[src/rtl/bounce_generator.sv]
// rtl/bounce_generator.sv - contact-bounce waveform source for exercising the button debouncer
//
// On a start request the output is driven through a pseudo-random burst of
// toggles for a fixed window of clk cycles, then settles at the requested level.
//
// Ports:
//   clk           system clock, all state changes on the rising edge
//   reset_n       asynchronous active-low reset
//   start         request a burst (accepted only while idle)
//   target_level  final settled level, sampled together with start
//   bounce_out    emulated button contact (registered)
//   busy          high while a burst is in progress
//   done          one-cycle pulse once bounce_out has settled
//   toggle_count  toggles in the current or last burst, saturating at 255

module bounce_generator #(
   parameter int unsigned BOUNCE_CYCLES = 1000,
   parameter int unsigned MIN_HOLD      = 8,
   parameter logic [15:0] LFSR_SEED     = 16'hACE1,
   parameter logic        IDLE_LEVEL    = 1'b0
) (
   input  logic       clk,
   input  logic       reset_n,
   input  logic       start,
   input  logic       target_level,
   output logic       bounce_out,
   output logic       busy,
   output logic       done,
   output logic [7:0] toggle_count
);

   localparam int WIN_W  = $clog2(BOUNCE_CYCLES + 1);
   localparam int HOLD_W = $clog2(MIN_HOLD + 1);

   // The settle is forced one edge before the window ends so that bounce_out
   // already shows the target level in the last busy cycle.
   localparam logic [WIN_W-1:0]  WIN_SETTLE = WIN_W'(BOUNCE_CYCLES - 2);
   localparam logic [WIN_W-1:0]  WIN_LAST   = WIN_W'(BOUNCE_CYCLES - 1);
   localparam logic [HOLD_W-1:0] HOLD_MAX   = HOLD_W'(MIN_HOLD);

   typedef enum logic [1:0] {
      S_IDLE   = 2'd0,
      S_BOUNCE = 2'd1,
      S_DONE   = 2'd2
   } state_t;

   state_t            state;
   state_t            next_state;

   logic [15:0]       lfsr;
   logic [15:0]       lfsr_next;
   logic [WIN_W-1:0]  win_cnt;
   logic [WIN_W-1:0]  win_next;
   logic [HOLD_W-1:0] hold_cnt;
   logic [HOLD_W-1:0] hold_next;
   logic              target_q;
   logic              target_next;
   logic              out_next;
   logic              busy_next;
   logic              done_next;
   logic [7:0]        count_next;
   logic [7:0]        count_inc;

   // Galois LFSR, x^16+x^14+x^13+x^11+1; free-running from reset release.
   assign lfsr_next = lfsr[0] ? ((lfsr >> 1) ^ 16'hB400) : (lfsr >> 1);

   assign count_inc = (toggle_count == 8'hFF) ? 8'hFF : toggle_count + 8'd1;

   // State register
   always_ff @(posedge clk or negedge reset_n) begin
      if (!reset_n) begin
         state <= S_IDLE;
      end else begin
         state <= next_state;
      end
   end

   // Next-state logic
   always_comb begin
      next_state = state;
      case (state)
         S_IDLE: begin
            if (start) begin
               next_state = (target_level != bounce_out) ? S_BOUNCE : S_DONE;
            end
         end
         S_BOUNCE: begin
            if (win_cnt == WIN_LAST) begin
               next_state = S_DONE;
            end
         end
         S_DONE:  next_state = S_IDLE;
         default: next_state = S_IDLE;
      endcase
   end

   // Output and datapath next values; everything is registered below.
   always_comb begin
      out_next    = bounce_out;
      count_next  = toggle_count;
      win_next    = win_cnt;
      hold_next   = hold_cnt;
      target_next = target_q;
      busy_next   = (next_state == S_BOUNCE);
      done_next   = (next_state == S_DONE);

      case (state)
         S_IDLE: begin
            if (start) begin
               target_next = target_level;
               if (target_level != bounce_out) begin
                  out_next   = ~bounce_out;
                  count_next = 8'd1;
                  win_next   = '0;
                  hold_next  = '0;
               end else begin
                  count_next = 8'd0;
               end
            end
         end
         S_BOUNCE: begin
            win_next  = win_cnt + WIN_W'(1);
            hold_next = (hold_cnt >= HOLD_MAX) ? HOLD_MAX : hold_cnt + HOLD_W'(1);
            if (win_cnt == WIN_SETTLE) begin
               // Forced settle: ignores hold spacing and toggle parity.
               out_next = target_q;
               if (target_q != bounce_out) begin
                  count_next = count_inc;
               end
            end else if ((win_cnt < WIN_SETTLE) && (hold_cnt >= HOLD_MAX) && lfsr[0]) begin
               out_next   = ~bounce_out;
               hold_next  = '0;
               count_next = count_inc;
            end
         end
         default: begin
         end
      endcase
   end

   // Datapath and output registers
   always_ff @(posedge clk or negedge reset_n) begin
      if (!reset_n) begin
         lfsr         <= LFSR_SEED;
         win_cnt      <= '0;
         hold_cnt     <= '0;
         target_q     <= IDLE_LEVEL;
         bounce_out   <= IDLE_LEVEL;
         busy         <= 1'b0;
         done         <= 1'b0;
         toggle_count <= 8'd0;
      end else begin
         lfsr         <= lfsr_next;
         win_cnt      <= win_next;
         hold_cnt     <= hold_next;
         target_q     <= target_next;
         bounce_out   <= out_next;
         busy         <= busy_next;
         done         <= done_next;
         toggle_count <= count_next;
      end
   end

endmodule

[config.mk]
export PLATFORM = sky130hd
export DESIGN_NAME = bounce_generator
export DESIGN_NICKNAME = d
export VERILOG_FILES = /design/src/rtl/bounce_generator.sv
export SDC_FILE = /design/constraint.sdc
export NUM_CORES = 1
export LEC_CHECK = 0
export CAP_MARGIN = 25
export CORE_MARGIN = 10
export CORE_UTILIZATION = 30
export DETAILED_ROUTE_END_ITERATION = 10
export HOLD_SLACK_MARGIN = 0.15
export PLACE_DENSITY_LB_ADDON = 0.15
export SYNTH_ARGS = -nofsm -noshare
export SYNTH_HDL_FRONTEND = slang
export SYNTH_SLANG_ARGS = --single-unit
[constraint.sdc]
create_clock -name clk -period 3.25 [get_ports clk]
set_input_delay 0.65 -clock clk [delete_from_list [all_inputs] [get_ports clk]]
set_output_delay 0.65 -clock clk [all_outputs]
set_load 0.01 [all_outputs]
# Yosys cells after proc, flatten, opt, wreduce, memory -nomap -nowiden
# Index checks and enable logic that the tools add are counted.
# W data, S select, Z words.
dict set report op_classes {
  n_reduce_logical 8
  n_addsub 3
  order_cmp 2
  muxes 26
  n_bitwise 2
  n_eq_ne 12
}
# op n
set ops {}
lappend ops {{$mux W8} 5}
lappend ops {{$eq A10 B10 Y1 const B} 2}
lappend ops {{$mux W10} 2}
lappend ops {{$mux W4} 5}
lappend ops {{$pmux W10 S2} 1}
lappend ops {{$mux W16} 1}
lappend ops {{$pmux W8 S2} 1}
lappend ops {{$add A10 B1 Y10 const B} 1}
lappend ops {{$lt A10 B10 Y1 const B} 1}
lappend ops {{$add A8 B1 Y8 const B} 1}
lappend ops {{$eq A8 B8 Y1 const B} 1}
lappend ops {{$pmux W4 S2} 1}
lappend ops {{$reduce_and A4 Y1} 2}
lappend ops {{$mux W2} 3}
lappend ops {{$ne A3 B3 Y1 const B} 2}
lappend ops {{$mux W1} 5}
lappend ops {{$add A4 B1 Y4 const B} 1}
lappend ops {{$eq A2 B1 Y1 const B} 2}
lappend ops {{$ge A4 B4 Y1 const B} 1}
lappend ops {{$ne A2 B2 Y1 const B} 2}
lappend ops {{$not A3 Y4} 1}
lappend ops {{$pmux W2 S2} 1}
lappend ops {{$reduce_and A3 Y1} 1}
lappend ops {{$eq A2 B2 Y1 const B} 1}
lappend ops {{7 further kinds} 9}
dict set report totals {
  in_bits 4
  out_inout_bits 11
  ff_bits 44
  wordCells 62
}

# Longest topological paths before layout
# Gate-level depths: netlist of run 1.
dict set report depth {
  depth_word 6
  ltp_mapped 7
  depth_no_buf 7
}

# Worst setup path before layout of run 1
# OpenSTA, ideal clock, no wires.
dict set report synth_path {
  path_type {in2reg}
  from {in target_level}
  to {reg bounce_out}
  required_time_ps 3122
  n_path_buf 0
  path_stages 5
  setup_ps 128
  t_arrival_ps 1700
  path_slack_ps 1423
  cell_sequence {xor2_2 > a21oi_4 > or2_4 > a21oi_1 > mux2_1}
}
dict set report synth_between {
  elab_chain_len 3
}
# item line_no
set synth_rtl {}
lappend synth_rtl {{start: declaration} 25} ;# input logic target_level,
lappend synth_rtl {{$ne A1 B1 Y1} 111} ;# if (target_level != bounce_out) begin
lappend synth_rtl {{$ne A2 B2 Y1 (no source line)} --}
lappend synth_rtl {{$reduce_and A4 Y1 (no source line)} --}
lappend synth_rtl {{end signal: assignment} 157} ;# bounce_out <= out_next;
lappend synth_rtl {{end: declaration} 26} ;# output logic bounce_out,
# Every way passes these cells.
# A chain may end at the register's enable or synchronous reset.

# Final worst setup path of run 1
# Ends and elaborated chain as after synthesis.

==> run summary, run 1 <==
status - complete, no violations
final wirelength - 4.20 mm
H-tree Lvls - 2
Critical Path AT - 2340 ps
post-route cell area - 2400 µm²
slew margin rel. - 58.8%
routed via count - 1408
final slew viol count - 0
Setup Skew - 7.27 ps
Max-cap violations - 0
met1 Resource Use GR - 11.1%
Die Y - 103 µm
routability cong. - 0.767
Setup-failing EPs final - 0
Synth Flop Type - dfrtp_1
worst-margin pin slew - 619 ps
pin count of the biggest net entering global routing - 45
Max clock buf depth - 2
post-synthesis simple-gate area fraction - 18.9%
Synth Register Bits - 44
Crit path required time - 3420 ps
Post-DRT Antenna Nets - 0
Area Growth Syn to Fin - 15.8%
worst-path fanout max - 10
vias in the first global route - 1373
Hold Crit Class - input pin to asynchronous set/reset pin
post-cts sizing count - 0
initial antenna violation count - 0
Power Density - 741 nW/µm²
final setup TNS - 0 ps
Num CTS Buffers - 5
post-synth cell types - 55
grt peak-use layer - met2
fin crit share - 66.8%
Post-CTS Repair Setup Buffers - 0
vias per cell - 4.99
final core occ - 35.5%
GRT Residual Overflow - 0
# DRC - 0
worst-skew pair later-pin latency - 290 ps
ranking of synthesized cells by area - dfrtp_1 44%, dfstp_2 10%, xnor2_1 3.4%
Die ar. - 10600 µm²
Hold Buf Count CTS - 0
clock root cell - clkbuf_8
Syn Area/Cell - 11.1 µm²
ys async rst share - 100%
worst vdd ir - 0.289 mV
TritonCTS clock tree - built
most frequent cells in the layout - 36 x dfrtp_1, 17 x nor2_1, 16 x nand2_1
leak pwr - 1.05 nW
Post-DP HPWL - 2.84 mm
GRT Total Usage - 8.21%
CP Class - input pin to flip-flop
1st-iter DRT viols - 78
first-pass GRT wire length - 6.80 mm
I/O pin cnt - 15
largest area contributor in the netlist - dfrtp_1
Final Hold Fails - 0
Syn Nets - 195
share of cells above drive strength 1 - 16.3%
Synth Warn # - 0
fin crit period - 2170 ps
clock-pin slew on the worst setup and hold paths - 80 ps
post-synthesis mux area share - 1.75%
Initial Util - 30.6%
number of synthesized flops with an enable pin - 0
Diodes inserted - 0
Die Width - 103 µm
Site Rows - 30
final setup margin - 1080 ps
Adder-Cell Fraction of Synth Area - 3.02%
placed cell area - 2280 µm²
cell area after synthesis - 2070 µm²
Fill cells - 674
met3 Usage GRT - 2.55%
largest family of logic cells by synthesized area - simple AND/OR/NAND/NOR gates
RSZ-0062 raised after global routing - false
WL/cell - 14.9 µm
Layout Nets - 211
commonest non-fill, non-tap cell in the layout - dfrtp_1
Seq/Total Area, Yosys - 53.7%
Synth top area share - 43.5%
core area - 6760 µm²
grt met2 use - 11.8%
IO Port Bufs - 14
Compound-Gate Fraction of Synth Area - 13.9%
Highest Clock Rate - 0.460 GHz
Post-Synthesis Cells - 186
Crit. End Element - flip-flop
CTS Sinks - 44
Synth Area in XOR/XNOR - 6.29%
DP Worst Slack - 785 ps
crit start category - input pin
Pre-antenna DRT Iters - 4
per-layer routing:
metal / up-vias / wire [µm] / part of all wire (%)
li1: 682 / - / -
met1: 707 / 2140 / 51
met2: 14 / 1860 / 44
met3: 5 / 151 / 3.6
met4: 0 / 46 / 1.1
met5: - / 0 / 0
path summary, 6_finish.rpt:
check / cells past startpoint / slack [ps] / end / start
max in group asynchronous: 2 / 2390 / lfsr[10]$_DFF_PN1_ / reset_n
min in group clk: 0 / 350 / lfsr[8]$_DFF_PN0_ / lfsr[9]$_DFF_PN0_
max: 6 / 1080 / bounce_out$_DFFE_PN0P_ / target_level
max reg2reg: 6 / 1320 / toggle_count[1]$_DFFE_PN0P_ / win_cnt[0]$_DFFE_PN0P_
min reg2reg: 0 / 350 / lfsr[8]$_DFF_PN0_ / lfsr[9]$_DFF_PN0_
min: 1 / 290 / toggle_count[3]$_DFFE_PN0P_ / reset_n
synth_stat cells (2+ instances only):
cell	n
o21ai_0	8
a31oi_1	3
a21oi_1	5
nand2b_1	2
xnor2_1	8
and2_1	2
ha_1	5
nor3_1	6
nand3_1	5
xor2_1	5
inv_1	6
a22o_1	2
nand2_1	16
a2bb2oi_1	2
a21o_1	3
dfrtp_1	36
nor2_1	17
nor3b_1	2
and4_4	2
dfstp_2	8
clkbuf_1	5
nand4_1	5
critical path: stages:
cell	delay (ps)
clkdlybuf4s50_1	530
xor2_2	270
a21oi_4	150
or2_4	270
a21oi_1	140
mux2_1	340
registers in the layout (all words and copies together), names as in the netlist:
signal / cells
lfsr: 16
win_cnt: 10
toggle_count: 8
hold_cnt: 4
state: 2
bounce_out: 1
busy: 1
done: 1
target_q: 1
per-stage QoR:
stage          power (mW)  instances  hold slack, ps
2_1_floorplan        1.23        186             331
3_3_place_gp         1.43        274             334
3_5_place_dp         1.42        274             337
4_1_cts              1.80        281             358
5_1_grt              1.92        282             298
6_report             1.78        282             285
kinds of logic after synthesis:
group / Yosys count
buffers and inverters: 13
adders and majority gates: 5
muxes: 3
DFF: 44
and+or+nand+nor: 69
AOI/OAI and AO/OA: 38
xor gates and xnor gates: 14
where the power goes:
part           switching (mW)  internal, mW
Clock                   0.176         0.189
Sequential              0.135         0.643
Combinational           0.350         0.284
layout make-up:
type	count	area (µm²)	share of cell area [%]
Sequential cell	44	1110	46.3
Multi-Input combinational cell	129	908	37.9
Timing Repair Buffer	15	155	6.47
Tap cell	80	100	4.18
Clock buffer	7	96.3	4.02
Inverter	7	26.3	1.10
No activity file was read; power rests on OpenSTA's default activity.
==> run 2: changes to the inputs <==
clock period = 2.1 ns   (was 3.25 ns; I/O delays follow)
==> run 2 against run 1 <==
Highest routed layer unchanged. Combinational power up 86%. Routed wire length up 0.55%. Largest cell class unchanged. Die area unchanged. Clock power up 50%. Sequential share of layout area down 1.7 points. Critical path type is now flip-flop to flip-flop.
==> run summary, run 2 (synthesized netlist as in run 1, its figures left out) <==
vias in the first global route - 1491 (+8.6%)
cells on worst reg2reg path - 5 (-1)
final setup TNS - 0 ps (unchanged)
Power Density - 1170 nW/µm² (+57%)
Crit. End Element - flip-flop
Site Rows - 30 (unchanged)
final wirelength - 4.22 mm (+0.55%)
leak pwr - 1.11 nW (+5.5%)
Diodes inserted - 0 (unchanged)
first-pass GRT wire length - 7.45 mm (+9.7%)
worst-skew pair later-pin latency - 290 ps (about the same)
worst-path fanout max - 7 (-3)
Regs by FF count - lfsr x16, win_cnt x10, toggle_count x8
Pint - 1.83 mW (+64%)
fin crit period - 1810 ps
IO Port Bufs - 14 (unchanged)
core area - 6760 µm² (unchanged)
initial antenna violation count - 0 (unchanged)
worst path cell trace - a211o_1 -> a31o_2 -> nor2b_1 -> a21oi_1 -> mux2_1
TritonCTS clock tree - built
GRT Total Usage - 8.76% (+0.55 points)
clock-pin slew on the worst setup and hold paths - 90 ps (about the same)
worst-margin pin slew - 317 ps (-302 ps)
I/O pin cnt - 15 (unchanged)
pin count of the biggest net entering global routing - 25 (-44%)
routed via count - 1422 (+0.99%)
post-route cell area - 2490 µm² (+3.9%)
max reg flops - 16 (unchanged)
# DRC - 0 (unchanged)
WP depth - 5 (-1)
H-tree Lvls - 2 (unchanged)
R2R Setup Slk - 290 ps (-1030 ps)
largest stage delay on the critical path - 460 ps (-70 ps)
Initial Util - 30.6% (unchanged)
most frequent cells in the layout - 36 x dfrtp_1, 17 x nor2_1, 16 x nand2_1
Area Growth Syn to Fin - 20.3%
fin crit share - 86.3%
Buf/Inv on CP - 0 (-1)
worst vdd ir - 0.560 mV (+94%)
Post-DP HPWL - 3.00 mm (+5.9%)
status - complete, no violations
final slew viol count - 0 (unchanged)
WL/cell - 14.2 µm (-4.5%)
Worst setup startpoint - win_cnt[1]$_DFFE_PN0P_
Max clock buf depth - 2 (unchanged)
RSZ-0062 raised after global routing - false
commonest non-fill, non-tap cell in the layout - dfrtp_1
Setup Skew - 11.5 ps (+4.20 ps)
Reg2Reg Capture Point - bounce_out$_DFFE_PN0P_
routability cong. - 0.741 (-3.4%)
Clk pwr share - 18.9% (-1.7 points)
Hold Crit Class - flip-flop to flip-flop
Num CTS Buffers - 5 (unchanged)
CP Class - flip-flop to flip-flop
1st-iter DRT viols - 54 (-31%)
Final Hold Fails - 0 (unchanged)
Critical Path Slowest Stage Cell - dfrtp_1
Pre-antenna DRT Iters - 4 (unchanged)
crit path to - bounce_out$_DFFE_PN0P_
sequential fraction of design power - 40.3% (-3.5 points)
Max-cap violations - 0 (unchanged)
Net Sw Frac - 36.8% (-0.32 points)
CP top delay family - compound AO/OA/AOI/OAI gates
share of cells above drive strength 1 - 21.2% (+4.9 points)
r2r startpoint - win_cnt[1]$_DFFE_PN0P_
Crit path required time - 2280 ps (-1140 ps)
switching power - 1.07 mW (+62%)
DP Worst Slack - 27.0 ps (-758 ps)
Die Y - 103 µm (unchanged)
vias per cell - 4.79 (-4.1%)
Setup-failing EPs final - 0 (unchanged)
clock root cell - clkbuf_8
Critical Path AT - 2000 ps (-340 ps)
crit start category - flip-flop
Post-DRT Antenna Nets - 0 (unchanged)
CTS Sinks - 44 (unchanged)
Reg with most FFs - lfsr
combinational power share - 40.8% (+5.1 points)
Highest Clock Rate - 0.552 GHz
slew margin rel. - 78.6% (+20 points)
Non-Filler Instances - 297 (+5.3%)
GRT Residual Overflow - 0 (unchanged)
Die Width - 103 µm (unchanged)
placed cell area - 2390 µm² (+4.6%)
Layout Nets - 225 (+6.6%)
final setup margin - 287 ps (-791 ps)
Die ar. - 10600 µm² (unchanged)
worst hold slack - 350 ps (+64.4 ps)
placed cell count - 288 (+5.1%)
[run 2: cell types whose count changed in the layout (fill, tap and decap cells not counted)]
cell | before | now
clkinvlp_4 | 0 | 1
clkbuf_1 | 0 | 1
buf_12 | 1 | 0
dlygate4sd3_1 | 0 | 1
clkbuf_8 | 7 | 6
buf_4 | 0 | 14
[run 2: final cells by class]
type / instances / area [µm²]
Timing Repair Buffer: 29 / 250
Multi-Input combinational cell: 129 / 908
Clock buffer: 7 / 86.3
Tap cell: 80 / 100
Sequential cell: 44 / 1110
Clock inverter: 1 / 7.51
Fill cell: 679 / 4270
Inverter: 7 / 26.3
[run 2: metal layers]
layer / up-vias / share of wire, % / global-route usage (%)
met5: - / 0 / 0
met4: 0 / 1.0 / 2.57
met3: 5 / 3.3 / 2.61
met2: 15 / 44 / 12.8
met1: 691 / 52 / 12.1
li1: 711 / - / -
[run 2: worst min path at each step]
stage / from / end / slack, ps / cells past startpoint
after global routing: lfsr[7]$_DFF_PN1_ / lfsr[6]$_DFF_PN1_ / 360 / 0
final: lfsr[2]$_DFF_PN0_ / lfsr[1]$_DFF_PN0_ / 350 / 0
after floorplan: reset_n / bounce_out$_DFFE_PN0P_ / 120 / 0
after global placement: reset_n / toggle_count[5]$_DFFE_PN0P_ / 240 / 1
after detailed placement: reset_n / toggle_count[5]$_DFFE_PN0P_ / 240 / 1
after CTS: lfsr[2]$_DFF_PN0_ / lfsr[1]$_DFF_PN0_ / 350 / 0
[run 2: per-stage QoR]
step	utilization [%]	total power [mW]
detailed placement	35.3	2.38
CTS	36.9	2.95
floorplan	-	1.90
finish	36.9	2.90
global route	36.9	3.15
global placement	35.3	2.39
[run 2: timing repair]
| action | CTS | global route |
|---|---|---|
| hold endpoints to repair | 4 | 0 |
| buffers inserted | 0 | 0 |
| hold buffers | 1 | 0 |
| resized for setup | 0 | 0 |
| endpoints found under the setup margin | 0 | 0 |
[run 2: power by group through the flow]
stage | clock, mW | combinational [mW] | sequential, mW
6_report | 0.549 | 1.18 | 1.17
5_1_grt | 0.613 | 1.34 | 1.20
4_1_cts | 0.583 | 1.20 | 1.17
3_5_place_dp | 0 | 1.20 | 1.18
3_3_place_gp | 0 | 1.20 | 1.19
2_1_floorplan | 0 | 0.730 | 1.17
